`src/rtl/dmem_arbiter.sv`:
```
// Two-port weighted round-robin arbiter in front of a single-port word-addressed data memory.
// Optional misaligned-access trapping is enabled with `define DMEM_ARB_MISALIGN_ERR_EN.
module dmem_arbiter #(
  parameter int unsigned CoreWeight = 4,
  parameter int unsigned AddrWidth  = 32,
  parameter int unsigned DataWidth  = 32
) (
  input  logic                 clk_i,
  input  logic                 rst_ni,

  input  logic                 p0_req_valid_i,
  output logic                 p0_req_ready_o,
  input  logic                 p0_we_i,
  input  logic [AddrWidth-1:0] p0_addr_i,
  input  logic [DataWidth-1:0] p0_wdata_i,
  output logic                 p0_rsp_valid_o,
  input  logic                 p0_rsp_ready_i,
  output logic [DataWidth-1:0] p0_rdata_o,
  output logic                 p0_rsp_err_o,

  input  logic                 p1_req_valid_i,
  output logic                 p1_req_ready_o,
  input  logic                 p1_we_i,
  input  logic [AddrWidth-1:0] p1_addr_i,
  input  logic [DataWidth-1:0] p1_wdata_i,
  output logic                 p1_rsp_valid_o,
  input  logic                 p1_rsp_ready_i,
  output logic [DataWidth-1:0] p1_rdata_o,
  output logic                 p1_rsp_err_o,

  output logic                 mem_we_o,
  output logic [AddrWidth-1:0] mem_a_o,
  output logic [DataWidth-1:0] mem_wd_o,
  input  logic [DataWidth-1:0] mem_rd_i
);

  localparam logic [3:0] Weight = 4'(CoreWeight);

  logic                 elig0, elig1, contested, gnt0, gnt1, gnt_any;
  logic [3:0]           wcnt_q, wcnt_d;
  logic                 sel_we;
  logic [AddrWidth-1:0] sel_addr;
  logic [DataWidth-1:0] sel_wdata;
  logic [DataWidth-1:0] rsp_rdata;
  logic                 rsp_err;
  logic                 fwd;

  logic                 rsp_valid0_q, rsp_valid0_d, rsp_valid1_q, rsp_valid1_d;
  logic [DataWidth-1:0] rdata0_q, rdata0_d, rdata1_q, rdata1_d;
  logic                 err0_q, err0_d, err1_q, err1_d;

  // A port whose response is being consumed this cycle can take a new request.
  assign elig0     = p0_req_valid_i & (~rsp_valid0_q | p0_rsp_ready_i);
  assign elig1     = p1_req_valid_i & (~rsp_valid1_q | p1_rsp_ready_i);
  assign contested = elig0 & elig1;

  // Grants are gated by reset so nothing is accepted or written while reset is low.
  assign gnt0    = rst_ni & elig0 & (~elig1 | (wcnt_q < Weight));
  assign gnt1    = rst_ni & elig1 & ~gnt0;
  assign gnt_any = gnt0 | gnt1;

  assign p0_req_ready_o = gnt0;
  assign p1_req_ready_o = gnt1;

  always_comb begin
    sel_we    = 1'b0;
    sel_addr  = '0;
    sel_wdata = '0;
    if (gnt0) begin
      sel_we    = p0_we_i;
      sel_addr  = p0_addr_i;
      sel_wdata = p0_wdata_i;
    end else if (gnt1) begin
      sel_we    = p1_we_i;
      sel_addr  = p1_addr_i;
      sel_wdata = p1_wdata_i;
    end
  end

`ifdef DMEM_ARB_MISALIGN_ERR_EN
  logic sel_mis;
  assign sel_mis = sel_addr[1:0] != 2'b00;
  assign fwd     = gnt_any & ~sel_mis;
  assign rsp_err = sel_mis;
`else
  assign fwd     = gnt_any;
  assign rsp_err = 1'b0;
`endif

  always_comb begin
    mem_we_o = 1'b0;
    mem_a_o  = '0;
    mem_wd_o = '0;
    if (fwd) begin
      mem_we_o = sel_we;
      mem_a_o  = sel_addr;
      mem_wd_o = sel_wdata;
    end
  end

  // Writes and trapped accesses return zero data.
  assign rsp_rdata = (fwd && !sel_we) ? mem_rd_i : '0;

  always_comb begin
    wcnt_d = wcnt_q;
    if (gnt1) begin
      wcnt_d = 4'd0;
    end else if (gnt0 && contested) begin
      wcnt_d = wcnt_q + 4'd1;
    end
  end

  always_comb begin
    rsp_valid0_d = rsp_valid0_q;
    rdata0_d     = rdata0_q;
    err0_d       = err0_q;
    if (gnt0) begin
      rsp_valid0_d = 1'b1;
      rdata0_d     = rsp_rdata;
      err0_d       = rsp_err;
    end else if (p0_rsp_ready_i) begin
      rsp_valid0_d = 1'b0;
    end
  end

  always_comb begin
    rsp_valid1_d = rsp_valid1_q;
    rdata1_d     = rdata1_q;
    err1_d       = err1_q;
    if (gnt1) begin
      rsp_valid1_d = 1'b1;
      rdata1_d     = rsp_rdata;
      err1_d       = rsp_err;
    end else if (p1_rsp_ready_i) begin
      rsp_valid1_d = 1'b0;
    end
  end

  always_ff @(posedge clk_i or negedge rst_ni) begin
    if (!rst_ni) begin
      wcnt_q       <= 4'd0;
      rsp_valid0_q <= 1'b0;
      rdata0_q     <= '0;
      err0_q       <= 1'b0;
      rsp_valid1_q <= 1'b0;
      rdata1_q     <= '0;
      err1_q       <= 1'b0;
    end else begin
      wcnt_q       <= wcnt_d;
      rsp_valid0_q <= rsp_valid0_d;
      rdata0_q     <= rdata0_d;
      err0_q       <= err0_d;
      rsp_valid1_q <= rsp_valid1_d;
      rdata1_q     <= rdata1_d;
      err1_q       <= err1_d;
    end
  end

  assign p0_rsp_valid_o = rsp_valid0_q;
  assign p0_rdata_o     = rdata0_q;
  assign p0_rsp_err_o   = err0_q;
  assign p1_rsp_valid_o = rsp_valid1_q;
  assign p1_rdata_o     = rdata1_q;
  assign p1_rsp_err_o   = err1_q;

endmodule

```
`config.mk`:
```
export PLATFORM = sky130hd
export DESIGN_NAME = dmem_arbiter
export DESIGN_NICKNAME = d
export VERILOG_FILES = /design/src/rtl/dmem_arbiter.sv
export SDC_FILE = /design/constraint.sdc
export NUM_CORES = 1
export LEC_CHECK = 0
export CORE_AREA = 2 2 118 120
export CTS_CLUSTER_SIZE = 28
export DETAILED_ROUTE_END_ITERATION = 10
export DIE_AREA = 0 0 120 122
export GPL_TIMING_DRIVEN = 1
export PLACE_DENSITY = 0.7
export SYNTH_ARGS = -nofsm -noshare
export SYNTH_HDL_FRONTEND = slang
export SYNTH_SLANG_ARGS = --single-unit
```
`constraint.sdc`:
```
create_clock -name clk_i -period 3.81 [get_ports clk_i]
set_clock_uncertainty 0.05 [all_clocks]
set_input_delay 0.5715 -clock clk_i [delete_from_list [all_inputs] [get_ports clk_i]]
set_output_delay 0.5715 -clock clk_i [all_outputs]
set_load 0.02 [all_outputs]
```
-- Yosys cells after proc, flatten, opt, wreduce, memory -nomap -nowiden
Index checks and enable logic that the tools add are counted.
- register bits after elaboration: 70
- input port bits: 168
- output and inout port bits: 135
- add/subtract/negate cells: 1
- order comparisons: 1
- muxes and demuxes: 16
- bitwise logic cells: 15
- reductions and logical operators: 6
- operators by type and width (kind ; number):
    32-bit two-way mux ; 7
    4-bit two-way mux ; 2
    1-bit bitwise AND ; 7
    1-bit two-way mux ; 7
    2-bit nonzero test ; 3
    4-bit by 1-bit adder with 4-bit output (second input constant) ; 1
    4-bit by 3-bit < comparator with 1-bit output (second input constant) ; 1
    1-bit NOT ; 4
    1-bit OR ; 4
    1-bit logical AND ; 2
    1-bit zero test ; 1

-- Longest topological paths before layout
Gate-level depths: netlist of run 1.
- word-level depth: 13
- depth in mapped cells: 8
- mapped depth without buffers: 5

-- Worst setup path before layout of run 1
OpenSTA, ideal clock, no wires.
- kind: in2out
- from: input p1_rsp_ready_i
- to: output mem_a_o[0]
- arrival: 1.744 ns
- setup slack: 1.444 ns
- stages: 8
- path buffers: 3
- cells stage by stage: nand2b_1 > and3_1 > buf_2 > nand2_2 > inv_2 > buf_6 > buf_2 > a22o_1
- word-level cells in the longest chain between the ends: 10
- elaborated cells on any way between the ends: 12
- ends and longest elaborated chain (item ; RTL line ; text):
    start: declaration ; 27 ; input logic p1_rsp_ready_i,
    1-bit OR * ; 54 ; assign elig1 = p1_req_valid_i & (~rsp_valid1_q | p1_rsp_ready_i);
    1-bit bitwise AND * ; 54 ;
    1-bit NOT ; 58 ; assign gnt0 = rst_ni & elig0 & (~elig1 | (wcnt_q < Weight));
    1-bit OR ; 58 ;
    1-bit bitwise AND ; 58 ;
    1-bit NOT ; 59 ; assign gnt1 = rst_ni & elig1 & ~gnt0;
    1-bit bitwise AND ; 59 ;
    32-bit two-way mux ; 73 ; end else if (gnt1) begin
    32-bit two-way mux ; 69 ; if (gnt0) begin
    32-bit two-way mux * ; 94 ; if (fwd) begin
    end: declaration ; 32 ; output logic [AddrWidth-1:0] mem_a_o,
Mark *: on every way between the ends. The rest lies on a longest branch, timed or not.

-- Final worst setup path of run 1
- from: input p0_req_valid_i
- to: output mem_a_o[30]
- word-level cells in the longest chain between the ends: 8
- elaborated cells on any way between the ends: 9
- ends and longest elaborated chain (item ; RTL line ; text):
    start: declaration ; 11 ; input logic p0_req_valid_i,
    1-bit bitwise AND * ; 53 ; assign elig0 = p0_req_valid_i & (~rsp_valid0_q | p0_rsp_ready_i);
    1-bit bitwise AND * (2 in series) ; 58 ;
    1-bit NOT ; 59 ;
    1-bit bitwise AND ; 59 ;
    32-bit two-way mux ; 73 ;
    32-bit two-way mux ; 69 ;
    32-bit two-way mux * ; 94 ;
Marked as above.

==> results.txt, run 1 <==
RD Place Congestion: 0.938
total overflow reported by the global router: 0
kind of end point of the critical path: output pin
top post-synthesis cells by area: sky130_fd_sc_hd__dfrtp_1 48%, sky130_fd_sc_hd__a22o_1 16%, sky130_fd_sc_hd__o2bb2ai_1 7.7%
type of the worst setup path: input port to output pin
final number of setup-violating endpoints: 0
multi-input gate area in the final layout: 0.00167 mm²
area of the mapped netlist: 0.00365 mm²
post-route setup slack: 0.549 ns
remaining antenna violation count: 0
cell with the most instances on the worst path: sky130_fd_sc_hd__clkdlybuf4s50_1
total of flip-flops plus latches after synthesis: 70
pre-CTS WS: 0.554 ns
Slew Limit Fails: 0
cell area after layout: 0.00705 mm²
TritonCTS clock tree: yes
average routed wire per standard cell: 20.4 µm
sequential share of power: 33.9%
Post-synth EDFFs: 0
required arrival time at the worst endpoint: 3.19 ns
actual transition at the worst max-transition pin: 0.635 ns
post-route setup TNS: 0 ns
maximum number of pins on one net before global-route repair: 67
IR drop worst, VDD: 281 µV
Ys Warns: 0
initial detailed-routing violation count: 210
count of vias placed by the detailed router: 4,035
hold_buf cts: 0
Cells after Synth: 363
Slew headroom: 57.7%
delay of the slowest cell on the worst path: 0.63 ns
Net Sw Power: 824 µW
kind of cell adding the most delay to the critical path: buffers and inverters
sequential cell area in the final layout: 0.00175 mm²
share of the synthesized area in the top cell type: 48.0%
top cell type by total area after synthesis: sky130_fd_sc_hd__dfrtp_1
Critical Path Source: p0_req_valid_i
Clk network pwr share: 29.4%
static leakage power: 2.83 nW
Pwr Density: 384 mW/mm²
global-route wire length before repair: 24.7 mm
Final min period: 3.26 ns
# rows: 43
share of flip-flops with an asynchronous set or reset after synthesis: 100%
number of sinks handled by clock tree synthesis: 70
die width: 120 µm
number of vias per cell after detailed routing: 4.86
number of nets at the end of the flow: 816
ports placed on the boundary: 303
syn_area_per_cell: 10.1 µm²
placed inst area: 0.00676 mm²
upper clock frequency limit: 0.307 GHz
clock root cell: sky130_fd_sc_hd__clkbuf_16
portion of the post-synthesis area used by sequential elements: 48.0%
setup repair after global routing missed its margin: no
fraction of final layout cells sized beyond drive strength 1: 5.22%
dominant synthesized flop cell: sky130_fd_sc_hd__dfrtp_1
CP bufs+invs: 4
critical path, cell by cell: clkdlybuf4s50_1 > and2_2 > nand3_1 > nand2_2 > inv_2 > buf_12 > a22o_1 > clkdlybuf4s50_1
number of buffers inserted to repair setup after CTS: 0
combinational group share of total power: 36.7%
Area growth, synth to finish: 93.2%
core area: 0.0135 mm²
maximum clock insertion buffer count: 2
Startpoint Class: input port
filler instances: 1,243
post-route clock period utilization: 85.6%
via count of the first global-routing pass: 4,117
internal power: 1.88 mW
DPL Wire Length: 13.5 mm
die footprint: 0.0146 mm²
Clock transition at path regs: 0.06 ns
number of clock buffers inserted by TritonCTS: 9
slowest cell on the critical path: sky130_fd_sc_hd__clkdlybuf4s50_1
count of TritonRoute iterations in the first routing pass: 4
number of input and output port buffers inserted: 300
final wirelength: 17.0 mm
number of library cell types mapped by synthesis: 29
origin of the critical flop-to-flop path: p1_rsp_valid_o
H-tree Lvls: 3
DIE HEIGHT: 122 µm
count of endpoints failing hold in the final timing report: 0
Power Total: 2.71 mW
status: completed
crit path max fanout: 48
data arrival at the endpoint of the critical path: 2.64 ns
number of diodes: 0
total of cells resized after clock tree synthesis: 0
GRT Resource Usage Total: 22.5%
number of antenna violations at the first check in global routing: 0
switching share of power: 30.4%
effective utilization at floorplan: 27.0%
number of remaining DRC errors: 0
clock latency on the worst-skew pair: 0.33 ns
kind of path behind the tightest hold check: input port to async pin
number of max-cap violations: 0
-- through the flow --
step                      cells  utilization [%]  hold slack [ns]
after floorplan             364                -            0.226
after global placement      816             50.1            0.415
after detailed placement    816             50.1            0.420
after CTS                   831             52.2            0.265
after global routing        831             52.2            0.289
final                       831             52.2            0.264
-- worst register-to-register path, stage by stage, from the launching register on --
cell                        delay [ns]
sky130_fd_sc_hd__dfrtp_1          0.39
sky130_fd_sc_hd__nor2b_1          0.17
sky130_fd_sc_hd__or3_1            0.37
sky130_fd_sc_hd__a31oi_2          0.16
sky130_fd_sc_hd__buf_4            0.36
sky130_fd_sc_hd__o2bb2ai_1        0.15
-- cells in the mapped netlist (2+ instances only) --
| master | number |
|---|---|
| sky130_fd_sc_hd__a22o_1 | 65 |
| sky130_fd_sc_hd__buf_1 | 3 |
| sky130_fd_sc_hd__buf_2 | 15 |
| sky130_fd_sc_hd__buf_4 | 3 |
| sky130_fd_sc_hd__buf_6 | 6 |
| sky130_fd_sc_hd__clkbuf_1 | 12 |
| sky130_fd_sc_hd__dfrtp_1 | 70 |
| sky130_fd_sc_hd__inv_2 | 3 |
| sky130_fd_sc_hd__nand2_1 | 36 |
| sky130_fd_sc_hd__nand2b_1 | 33 |
| sky130_fd_sc_hd__nand3_1 | 34 |
| sky130_fd_sc_hd__nand4_1 | 2 |
| sky130_fd_sc_hd__o21ai_0 | 34 |
| sky130_fd_sc_hd__o2bb2ai_1 | 32 |
-- layer usage --
metal	track usage (%)	vias to the layer above	share of wire, %
met3	5.24	24	6.3
met2	41.5	178	52
met5	0	-	0
met4	7.35	0	2.4
met1	25.7	1934	39
li1	-	1899	-
-- path summary, 6_finish.rpt --
check | end | slack [ns] | cells after the start
max in group asynchronous | p1_rdata_o[11] | 2.87 | 2
worst max register to register | p1_rdata_o[4] | 2.02 | 5
worst min-delay path | p0_rdata_o[18] | 0.26 | 2
worst max-delay path | mem_a_o[30] | 0.55 | 8
min in group clk_i | p0_rdata_o[5] | 0.42 | 2
worst min register to register | p0_rdata_o[5] | 0.42 | 2
-- cells by family (layout without fill, tap and decap cells) --
kind of cell / count (synthesis) / after routing / share of synthesized area [%]
AO/OA/AOI/OAI: 134 / 134 / 29.1
adder cells (fa/ha/maj): 1 / 1 / 0.343
flip-flops: 70 / 70 / 48.0
other: 1 / 2 / 0.103
buffers and inverters: 43 / 330 / 6.48
AND/OR/NAND/NOR: 114 / 114 / 15.9
-- power by group through the flow --
stage,Combinational [mW],Clock (mW),Sequential (mW)
6_report,0.993,0.797,0.919
5_1_grt,1.05,0.841,0.932
4_1_cts,0.999,0.819,0.920
3_5_place_dp,0.997,0,0.930
3_3_place_gp,0.986,0,0.926
2_1_floorplan,0.296,0,1.05
-- cell usage in the layout (no fill, tap or decap), types with 2 or more instances in the layout --
cell,synthesis,layout
sky130_fd_sc_hd__clkdlybuf4s50_1,0,299
sky130_fd_sc_hd__dfrtp_1,70,70
sky130_fd_sc_hd__a22o_1,65,65
sky130_fd_sc_hd__nand2_1,36,36
sky130_fd_sc_hd__nand3_1,34,34
sky130_fd_sc_hd__o21ai_0,34,34
sky130_fd_sc_hd__nand2b_1,33,33
sky130_fd_sc_hd__o2bb2ai_1,32,32
sky130_fd_sc_hd__clkbuf_16,0,9
sky130_fd_sc_hd__buf_4,3,9
sky130_fd_sc_hd__clkbuf_8,0,4
sky130_fd_sc_hd__inv_2,3,3
sky130_fd_sc_hd__nand4_1,2,2
sky130_fd_sc_hd__conb_1,1,2
sky130_fd_sc_hd__clkbuf_1,12,2
sky130_fd_sc_hd__buf_12,0,2
-- flip-flops by register name, summed over array words and instances, names as in the netlist --
register and flops:
p0_rsp_valid_o 1, p1_rsp_valid_o 1, wcnt_q 4, p0_rdata_o 32, p1_rdata_o 32
-- layout make-up --
cell class,instances,share of cell area [%]
clock buffers,15,4.08
inverters,4,0.213
multi-input cells,251,23.6
flip-flops and latches,70,24.8
well taps,180,3.19
repair buffers,311,44.0
(Power assumes the default switching activity.)
==> inputs of run 2 (changes only) <==
==> constraint.sdc (replaced) <==
create_clock -name clk_i -period 3.26 [get_ports clk_i]
set_clock_uncertainty 0.05 [all_clocks]
set_input_delay 0.489 -clock clk_i [delete_from_list [all_inputs] [get_ports clk_i]]
set_output_delay 0.489 -clock clk_i [all_outputs]
set_load 0.02 [all_outputs]
==> run 2 against run 1 <==
  * Wire length about the same
  * Core utilization increased by 0.56 points
  * Via count increased by 1.2%
  * Combinational power increased by 18%
  * Critical path depth unchanged
  * Largest power group unchanged
  * Power increased by 20%
  * Final cell count increased by 0.60%
  * Register-to-register slack got worse by 0.57 ns
  * Clock power increased by 28%
==> results.txt, run 2 (same netlist as run 1, synthesis figures left out) <==
H-tree Lvls: 3
ports placed on the boundary: 303
cell area after layout: 0.00713 mm²
post-route clock period utilization: 94.6%
DIE HEIGHT: 122 µm
actual transition at the worst max-transition pin: 0.614 ns
initial detailed-routing violation count: 205
Clock transition at path regs: 0.05 ns
count of endpoints failing hold in the final timing report: 0
Slew headroom: 59.1%
type of the worst setup path: input port to output pin
post-route setup TNS: 0 ns
number of remaining DRC errors: 0
most frequent cells in the layout: 299 x sky130_fd_sc_hd__clkdlybuf4s50_1, 70 x sky130_fd_sc_hd__dfrtp_1, 65 x sky130_fd_sc_hd__a22o_1
number of nets at the end of the flow: 818
Power Total: 3.26 mW
internal power: 2.28 mW
final wirelength: 17.0 mm
status: completed
number of cells on the worst reg-to-reg path: 5
total of cells resized after clock tree synthesis: 0
Slew Limit Fails: 0
effective utilization at floorplan: 27.0%
crit path max fanout: 34
clock root cell: sky130_fd_sc_hd__clkbuf_16
Critical Path Source: p1_rsp_ready_i
static leakage power: 2.85 nW
global-route wire length before repair: 24.9 mm
setup slack, reg-to-reg: 1.45 ns
Clk network pwr share: 31.3%
upper clock frequency limit: 0.324 GHz
RD Place Congestion: 0.960
setup repair after global routing missed its margin: no
# rows: 43
required arrival time at the worst endpoint: 2.72 ns
number of vias per cell after detailed routing: 4.88
number of antenna violations at the first check in global routing: 2
number of input and output port buffers inserted: 300
DPL Wire Length: 13.5 mm
core area: 0.0135 mm²
data arrival at the endpoint of the critical path: 2.54 ns
number of buffers inserted to repair setup after CTS: 0
Net Sw Power: 979 µW
remaining antenna violation count: 0
sequential share of power: 32.9%
number of max-cap violations: 0
placed inst area: 0.00680 mm²
hold_buf cts: 1
Critical path destination: mem_a_o[30]
count of TritonRoute iterations in the first routing pass: 4
maximum number of pins on one net before global-route repair: 66
switching share of power: 30.0%
TritonCTS clock tree: yes
via count of the first global-routing pass: 4,127
count of vias placed by the detailed router: 4,082
final number of setup-violating endpoints: 0
Area growth, synth to finish: 95.2%
maximum clock insertion buffer count: 2
most common cell after layout, fill and taps aside: sky130_fd_sc_hd__clkdlybuf4s50_1
average routed wire per standard cell: 20.3 µm
Final min period: 3.08 ns
fraction of final layout cells sized beyond drive strength 1: 5.66%
Pwr Density: 458 mW/mm²
kind of end point of the critical path: output pin
kind of path behind the tightest hold check: input port to async pin
GRT Resource Usage Total: 22.7%
number of clock buffers inserted by TritonCTS: 9
origin of the critical flop-to-flop path: p1_rsp_valid_o
die width: 120 µm
capture instance of the worst register-to-register path: p1_rdata_o[24]
Startpoint Class: input port
die footprint: 0.0146 mm²
IR drop worst, VDD: 444 µV
combinational group share of total power: 35.8%
number of sinks handled by clock tree synthesis: 70
clock latency on the worst-skew pair: 0.32 ns
worst slack on hold paths: 0.206 ns
filler instances: 1,234
total overflow reported by the global router: 0
==> run 2: per-layer routing <==
| metal | global-route usage (%) | wire length [µm] | vias to the layer above |
|---|---|---|---|
| li1 | - | - | 1907 |
| met1 | 25.6 | 6430 | 1955 |
| met2 | 39.6 | 8740 | 186 |
| met3 | 7.07 | 1250 | 34 |
| met4 | 9.78 | 577 | 0 |
| met5 | 0 | 0 | - |
==> run 2: worst min path at each step <==
stage | slack, ns | startpoint | endpoint
floorplan | 0.14 | rst_ni | p0_rdata_o[0]
global placement | 0.30 | rst_ni | p0_rdata_o[28]
detailed placement | 0.30 | rst_ni | p0_rdata_o[29]
CTS | 0.20 | rst_ni | p1_rdata_o[17]
global route | 0.22 | rst_ni | wcnt_q[2]
finish | 0.21 | rst_ni | wcnt_q[3]
==> run 2: stage by stage <==
step	utilization (%)	cells	setup WS, ns
3_3_place_gp	50.3	817	0.226
3_5_place_dp	50.3	817	0.176
2_1_floorplan	-	364	1.06
6_report	52.8	836	0.176
5_1_grt	52.8	836	0.0771
4_1_cts	52.7	834	0.153
==> run 2: final cells by class <==
cell class / count / area [µm²] / area share, %
Antenna cell: 2 / 5.00 / 0.0702
Clock buffer: 10 / 229 / 3.21
Clock inverter: 6 / 86.3 / 1.21
Inverter: 4 / 15.0 / 0.211
Multi-Input combinational cell: 251 / 1670 / 23.4
Sequential cell: 70 / 1750 / 24.6
Tap cell: 180 / 225 / 3.16
Timing Repair Buffer: 313 / 3150 / 44.2
==> run 2: worst max-delay path: stages <==
cell and delay, ns:
sky130_fd_sc_hd__clkdlybuf4s50_1 0.48, sky130_fd_sc_hd__nand2b_1 0.16, sky130_fd_sc_hd__and3_1 0.21, sky130_fd_sc_hd__nand2_2 0.07
sky130_fd_sc_hd__inv_2 0.12, sky130_fd_sc_hd__buf_12 0.20, sky130_fd_sc_hd__a22o_1 0.17, sky130_fd_sc_hd__clkdlybuf4s50_1 0.62
==> run 2: power groups by stage <==
stage	Clock [mW]	Combinational, mW	Sequential, mW
floorplan	0	0.345	1.23
CTS	1.04	1.18	1.07
detailed placement	0	1.17	1.08
finish	1.02	1.17	1.07
global route	1.10	1.24	1.09
global placement	0	1.16	1.08
